===== src/rtl/command_issuer.sv =====
// Host-side command issuer: buffers 32-bit command words in a small FIFO and replays each
// one on cmd_data with a paced latch_data strobe, keeping cmd_data stable around every edge.
module command_issuer #(
  parameter int FIFO_AW     = 2,
  parameter int HOLD_CYCLES = 2,
  parameter int GAP_CYCLES  = 2
) (
  input  logic               clock,
  input  logic               reset_n,
  input  logic [31:0]        host_data,
  input  logic               host_valid,
  output logic               host_ready,
  input  logic               flush,
  output logic [31:0]        cmd_data,
  output logic               latch_data,
  output logic               cmd_issued,
  output logic               busy,
  output logic [FIFO_AW:0]   fifo_level,
  output logic [1:0]         fsm_state
);

  localparam int DEPTH = 2 ** FIFO_AW;

  typedef enum logic [1:0] {IDLE, SETUP, ASSERT, GAP} state_t;

  state_t           state;
  state_t           state_next;
  logic [7:0]       phase_cnt;
  logic [7:0]       phase_load;
  logic [FIFO_AW:0] wr_ptr;
  logic [FIFO_AW:0] rd_ptr;
  logic [FIFO_AW:0] level;
  logic [31:0]      mem [DEPTH];
  logic             push;
  logic             pop;
  logic             empty;
  logic             full;

  // Host handshake: a word transfers on a rising clock edge where host_valid & host_ready;
  // host_data must be stable while host_valid is high, and host_ready never depends on host_valid.
  assign level      = wr_ptr - rd_ptr;
  assign empty      = (level == '0);
  assign full       = level[FIFO_AW];
  assign host_ready = ~full & ~flush;
  assign push       = host_valid & host_ready;
  assign fifo_level = level;
  assign busy       = (state != IDLE) | ~empty;
  assign fsm_state  = state;

  always_comb begin
    state_next = state;
    pop        = 1'b0;
    phase_load = 8'd0;
    case (state)
      IDLE: begin
        if (!empty && !flush) begin
          pop        = 1'b1;
          state_next = SETUP;
        end
      end
      SETUP: begin
        state_next = ASSERT;
        phase_load = 8'(HOLD_CYCLES - 1);
      end
      ASSERT: begin
        if (phase_cnt == 8'd0) begin
          state_next = GAP;
          phase_load = 8'(GAP_CYCLES - 1);
        end
      end
      GAP: begin
        if (phase_cnt == 8'd0) begin
          if (!empty && !flush) begin
            pop        = 1'b1;
            state_next = SETUP;
          end else begin
            state_next = IDLE;
          end
        end
      end
      default: state_next = IDLE;
    endcase
  end

  always_ff @(posedge clock or negedge reset_n) begin
    if (!reset_n) begin
      state      <= IDLE;
      phase_cnt  <= 8'd0;
      latch_data <= 1'b0;
      cmd_issued <= 1'b0;
      cmd_data   <= 32'd0;
    end else begin
      state      <= state_next;
      latch_data <= (state_next == ASSERT);
      cmd_issued <= (state_next == ASSERT) && (state != ASSERT);
      // Counter reloads on every state change so each phase times itself from entry.
      if (state_next != state) begin
        phase_cnt <= phase_load;
      end else if (phase_cnt != 8'd0) begin
        phase_cnt <= phase_cnt - 8'd1;
      end
      if (pop) begin
        cmd_data <= mem[rd_ptr[FIFO_AW-1:0]];
      end
    end
  end

  always_ff @(posedge clock or negedge reset_n) begin
    if (!reset_n) begin
      wr_ptr <= '0;
      rd_ptr <= '0;
    end else if (flush) begin
      wr_ptr <= '0;
      rd_ptr <= '0;
    end else begin
      if (push) wr_ptr <= wr_ptr + (FIFO_AW + 1)'(1);
      if (pop)  rd_ptr <= rd_ptr + (FIFO_AW + 1)'(1);
    end
  end

  always_ff @(posedge clock) begin
    if (push) begin
      mem[wr_ptr[FIFO_AW-1:0]] <= host_data;
    end
  end

endmodule

===== config.mk =====
export PLATFORM = sky130hd
export DESIGN_NAME = command_issuer
export DESIGN_NICKNAME = d
export VERILOG_FILES = /design/src/rtl/command_issuer.sv
export SDC_FILE = /design/constraint.sdc
export NUM_CORES = 1
export LEC_CHECK = 0
export BUFFER_PORTS_ARGS = -buffer_cell sky130_fd_sc_hd__buf_2
export CORE_MARGIN = 3
export CORE_UTILIZATION = 53
export DETAILED_ROUTE_END_ITERATION = 8
export PLACE_DENSITY = 0.78
export RECOVER_POWER = 100
export SYNTH_ARGS = -nofsm -noshare
export SYNTH_HDL_FRONTEND = slang
export SYNTH_SLANG_ARGS = --single-unit

===== constraint.sdc =====
create_clock -name clock -period 3.18 [get_ports clock]
set_input_delay 0.318 -clock clock [delete_from_list [all_inputs] [get_ports clock]]
set_output_delay 0.318 -clock clock [all_outputs]
set_load 0.01 [all_outputs]

==> qor.txt, run 1 <==
Most Frequent Cell on Critical Path -> inv_1
register area share after synthesis -> 71.2%
number of global-route vias before repair -> 3757
synthesized cell area -> 7160 um2
CP arrival -> 3.07 ns
critical path class -> register to register
Vias -> 3557
Mapped Cells -> 365
fraction of layout cells with a size suffix above 1 -> 20.3%
Area Growth Syn to Fin -> 14.2%
drt first-iter violations -> 253
status -> finished with violations
hold path start -> host_data[25]
Sequential Power Share -> 45.6%
first-pass GRT wire length -> 20.3 mm
synthesis-stage register bit count -> 178
Max Clock Freq -> 341 MHz
crit share post-route -> 92.2%
CP startpoint -> wr_ptr[0]
clock skew -> 0.00976 ns
# nets final -> 508
Clk Latency, worst-skew pair -> 0.43 ns
CP required -> 3.31 ns
hpwl dp -> 8.20 mm
routed len/inst -> 19.6 um
critical path's largest stage delay -> 0.52 ns
Filler cells -> 959
fin crit period -> 2.93 ns
Core Rows -> 41
Cell Area, Placed -> 7800 um2
pre-CTS setup slack -> 0.236 ns
GRT overflow -> 0
CTS Root Cell -> clkbuf_16
Leak -> 2.89 nW
Finished Core Util -> 63.2%
fin. max-slew vios -> 41
H-tree levels -> 4
slowest CP cell -> nor3b_1
Worst Hold Class -> input port to register
Syn Nets -> 414
P_sw -> 2.02 mW
Max-Cap Viols -> 1
most frequent cells in the layout -> 128 x edfxtp_1, 76 x clkbuf_1, 48 x dfrtp_1
GR Util All Layers -> 18.7%
Die Y -> 122 um
Synth Flop Type -> edfxtp_1
final instance area -> 8170 um2
Post-Route WL -> 12.6 mm
Final WS setup -> 0.248 ns
commonest non-fill, non-tap cell in the layout -> edfxtp_1
Post-CTS Resized -> 0
Gate power share -> 24.6%
final setup vio count -> 0
internal power -> 4.79 mW
Rel. slew slack -> -44.5%
DRC errors left -> 0
via/cell ratio -> 5.52
Least-Margin Pin Slew -> 2.17 ns
largest net degree at the start of global routing -> 41
number of buffers created by CTS -> 17
post-route ant nets -> 0
Core ar. -> 12900 um2
die area -> 14900 um2
Async S/R FF share, synth -> 28.1%
Worst Setup End Kind -> register
hold_buf cts -> 0
nature of the critical path startpoint -> register
Yosys warnings -> 0
failing checks -> max-capacitance violations, max-slew violations
PwrDens -> 833 nW/um2
Synth cell types -> 42
clock group share of total power -> 29.8%
I/O pin count -> 77
CTS tree -> done
Sw Ratio -> 29.6%
Antenna diodes -> 0
initial antenna violation count -> 0
Die Wd -> 122 um
Setup TNS -> 0 ns
IO Port Bufs -> 76
CTS sink cnt -> 178
clk buf depth -> 2
first drt pass iteration count -> 4
Mapped Avg Cell Area -> 19.6 um2
CP Cell Sequence -> inv_1 > ha_1 > fa_1 > xnor3_2 > inv_1 > nor3b_1 > and2_2 > buf_12
Starting Density -> 55.4%
Reg-to-Reg Start -> wr_ptr[0]
unrepaired setup endpoints after global routing -> no
Placer Congestion -> 0.762
Fin. Hold Viols -> 0
Peak VDD IR -> 498 uV
crit path max fanout -> 18
CTS clock-pin slew for the worst setup and hold paths -> 0.06 ns
EDFF count, synth -> 128
Post-CTS Setup Inserts -> 0
## critical path, delay by kind of cell (launching register included)
family        cells  cell delay (ns)
xor+xnor          1             0.29
fa+ha+maj         2             0.60
buf+inv           3             0.42
flops             1             0.38
simple gates      2             0.94
## layer usage
metal,vias to the layer above,wire (um),track usage (%),share of wire [%]
met5,-,0,0,0
met4,0,129,5.25,1.0
met3,12,724,6.82,5.7
met2,95,6300,29.5,50
met1,1841,5480,24.9,43
li1,1609,-,-,-
## power by group through the flow
stage | clock network, mW | registers, mW | logic (mW)
floorplan | 0 | 3.20 | 1.31
global placement | 0 | 3.13 | 1.91
detailed placement | 0 | 3.14 | 1.96
CTS | 2.08 | 3.10 | 1.96
global route | 2.18 | 3.14 | 1.87
finish | 2.03 | 3.10 | 1.67
## cell type report
type | count | area, um2 | share of cell area (%)
inverter | 12 | 45.0 | 0.551
multi-input combinational | 161 | 1810 | 22.1
sequential | 178 | 5100 | 62.4
clock buffer | 18 | 429 | 5.25
tap | 172 | 215 | 2.63
timing repair buffer | 89 | 427 | 5.22
clock inverter | 14 | 154 | 1.88
## registers in the layout (all words and copies together), names as in the netlist
name        cells
rd_ptr          3
latch_data      1
fsm_state       2
cmd_issued      1
wr_ptr          3
phase_cnt       8
mem           128
cmd_data       32
## cell families (layout without fill, tap and decap cells)
group | Yosys count | after routing | share of synthesized area, %
simple gates | 50 | 50 | 3.74
buf+inv | 26 | 133 | 2.19
mux | 69 | 69 | 17.2
flops | 178 | 178 | 71.2
compound gates | 21 | 21 | 2.06
fa+ha+maj | 13 | 13 | 2.38
xor+xnor | 8 | 8 | 1.19
## per-stage QoR
step	total power [mW]	hold WS [ns]	instances
6_report	6.81	0.157	644
5_1_grt	7.20	0.146	644
4_1_cts	7.15	0.0433	644
3_5_place_dp	5.10	0.487	612
3_3_place_gp	5.03	0.474	612
2_1_floorplan	4.50	0.0224	365
## worst paths after layout
path                       slack (ns)          end  cells after the start
setup / recovery                 0.25   mem[2][30]                      8
hold / removal                   0.16   mem[2][25]                      1
setup reg to reg                 0.25   mem[2][30]                      8
hold reg to reg                  0.49    rd_ptr[2]                      1
max in group asynchronous        1.12  cmd_data[2]                      2
min in group asynchronous        0.53   cmd_issued                      1
## cells in the mapped netlist (all sizes together), types with 2 or more instances
library cell | count | area, um2
a211oi | 2 | 15.0
a21oi | 7 | 35.0
a31oi | 2 | 12.5
and2 | 6 | 37.5
buf | 8 | 88.8
clkbuf | 6 | 22.5
dfrtp | 50 | 1250
edfxtp | 128 | 3840
ha | 12 | 150
inv | 12 | 45.0
mux2 | 33 | 473
mux2i | 4 | 40.0
mux4 | 32 | 721
nand2 | 6 | 22.5
nand2b | 2 | 12.5
nor2 | 18 | 75.1
nor3 | 5 | 25.0
nor3b | 2 | 15.0
nor4 | 3 | 18.8
o21ai | 2 | 10.0
or3 | 3 | 18.8
or3b | 2 | 17.5
xnor2 | 6 | 52.6
(Power assumes the default switching activity.)
==> run 2: changes to the inputs <==
Settings changed: CAP_MARGIN set to 10, RECOVER_POWER 100 to 50.
==> qor.txt, run 2 (synthesis gave the netlist of run 1 again) <==
Starting Density -> 55.4% (unchanged)
Core ar. -> 12900 um2 (unchanged)
Max Clock Freq -> 342 MHz (+0.43%)
commonest non-fill, non-tap cell in the layout -> edfxtp_1
fraction of layout cells with a size suffix above 1 -> 30.7% (+10 points)
PwrDens -> 847 nW/um2 (+1.8%)
fin. max-slew vios -> 41 (unchanged)
CTS tree -> done
die area -> 14900 um2 (unchanged)
Total Power -> 7.04 mW (+3.5%)
nature of the critical path startpoint -> register
CP arrival -> 3.05 ns (-0.02 ns)
R2R Setup Slk -> 0.26 ns (about the same)
Filler cells -> 918 (-4.3%)
Rel. slew slack -> -45.3% (-0.78 points)
CP Cell Sequence -> inv_1 > ha_1 > fa_1 > xnor3_2 > inv_1 > nor3b_1 > and2_2 > buf_12
GRT overflow -> 0 (unchanged)
Reg-to-Reg Start -> wr_ptr[0]
WHS Path Cells -> 1 (unchanged)
Finished Core Util -> 64.3% (+1.1 points)
CTS clock-pin slew for the worst setup and hold paths -> 0.06 ns (about the same)
Fin. Hold Viols -> 0 (unchanged)
Area Growth Syn to Fin -> 16.1%
hold path start -> host_data[25]
first-pass GRT wire length -> 20.3 mm (unchanged)
Antenna diodes -> 0 (unchanged)
critical path class -> register to register
Max-Cap Viols -> 1 (unchanged)
CTS sink cnt -> 178 (unchanged)
Clk Latency, worst-skew pair -> 0.43 ns (about the same)
routed len/inst -> 19.6 um (-0.18%)
status -> finished with violations
WHS Endpoint -> mem[2][25]
I/O pin count -> 77 (unchanged)
Post-Route WL -> 12.6 mm (-0.18%)
clock skew -> 0.0103 ns (+0.000583 ns)
unrepaired setup endpoints after global routing -> no
fin crit period -> 2.92 ns (-0.0127 ns)
clk buf depth -> 2 (unchanged)
Die Y -> 122 um (unchanged)
Most Frequent Cell on Critical Path -> inv_1
Post-CTS Resized -> 0 (unchanged)
first drt pass iteration count -> 4 (unchanged)
failing checks -> max-capacitance violations, max-slew violations
critical path's largest stage delay -> 0.51 ns (about the same)
final setup vio count -> 0 (unchanged)
Worst Hold Class -> input port to register
Worst Setup End Kind -> register
Placer Congestion -> 0.762 (unchanged)
post-route ant nets -> 0 (unchanged)
IO Port Bufs -> 76 (unchanged)
initial antenna violation count -> 0 (unchanged)
CP startpoint -> wr_ptr[0]
FF-to-FF path depth -> 8 (unchanged)
Setup TNS -> 0 ns (unchanged)
number of buffers created by CTS -> 17 (unchanged)
slowest CP cell -> nor3b_1
placed cells -> 612 (unchanged)
r2r endpoint -> mem[2][30]
Die Wd -> 122 um (unchanged)
Peak VDD IR -> 532 uV (+6.8%)
GR Util All Layers -> 18.7% (unchanged)
hold_buf cts -> 0 (unchanged)
largest net degree at the start of global routing -> 41 (unchanged)
crit share post-route -> 91.8% (-0.40 points)
CP required -> 3.31 ns (about the same)
Post-CTS Setup Inserts -> 0 (unchanged)
most frequent cells in the layout -> 128 x edfxtp_1, 54 x clkbuf_1, 48 x dfrtp_1
fin cells -> 644 (unchanged)
hpwl dp -> 8.20 mm (unchanged)
crit path max fanout -> 18 (unchanged)
drt first-iter violations -> 234 (-7.5%)
Least-Margin Pin Slew -> 2.18 ns (+0.0117 ns)
Vias -> 3557 (unchanged)
# nets final -> 508 (unchanged)
max reg flops -> 128 (unchanged)
Leak -> 3.09 nW (+7.0%)
via/cell ratio -> 5.52 (unchanged)
DRC errors left -> 0 (unchanged)
CTS Root Cell -> clkbuf_16
H-tree levels -> 4 (unchanged)
number of global-route vias before repair -> 3757 (unchanged)
Core Rows -> 41 (unchanged)
==> run 2: worst max-delay path by stage <==
stage	end	cells after the start	slack (ns)
global route	mem[1][26]	8	0.05
detailed placement	mem[0][13]	8	0.24
CTS	mem[1][26]	8	0.22
floorplan	mem[3][0]	7	0.13
finish	mem[2][30]	8	0.26
global placement	mem[0][13]	8	0.39
==> run 2: through the flow <==
stage / setup slack (ns) / hold slack, ns / cell area [um2]
floorplan: 0.132 / 0.0224 / 7160
global placement: 0.395 / 0.474 / 7800
detailed placement: 0.236 / 0.487 / 7800
CTS: 0.223 / 0.0433 / 8380
global route: 0.0494 / 0.146 / 8310
finish: 0.260 / 0.158 / 8310
==> run 2: where the power goes <==
part	internal [mW]	switching, mW	total, mW
registers	2.87	0.231	3.11
logic	0.960	0.939	1.90
clock network	1.17	0.871	2.04
total	5.00	2.04	7.04
==> run 2: per-layer routing <==
layer  global-route usage [%]  share of wire (%)  up-vias
met4                     5.25                1.0        0
met3                     6.82                6.0       12
met2                     29.5                 50       95
met1                     24.9                 43     1838
li1                         -                  -     1612
met5                        0                  0        -
==> run 2: area by class of cell <==
cell class	count	area, um2	area share (%)
clock buffers	18	429	5.16
clock inverters	14	154	1.85
inverters	12	45.0	0.542
multi-input cells	161	1910	23.0
flip-flops and latches	178	5100	61.3
well taps	172	215	2.59
repair buffers	89	459	5.53
==> run 2: critical path: cells and delay by family (launching register included) <==
kind	cells	cell delay [ns]
XOR/XNOR	1	0.29
buffers and inverters	3	0.42
flip-flops	1	0.38
adder cells (fa/ha/maj)	2	0.59
AND/OR/NAND/NOR	2	0.93
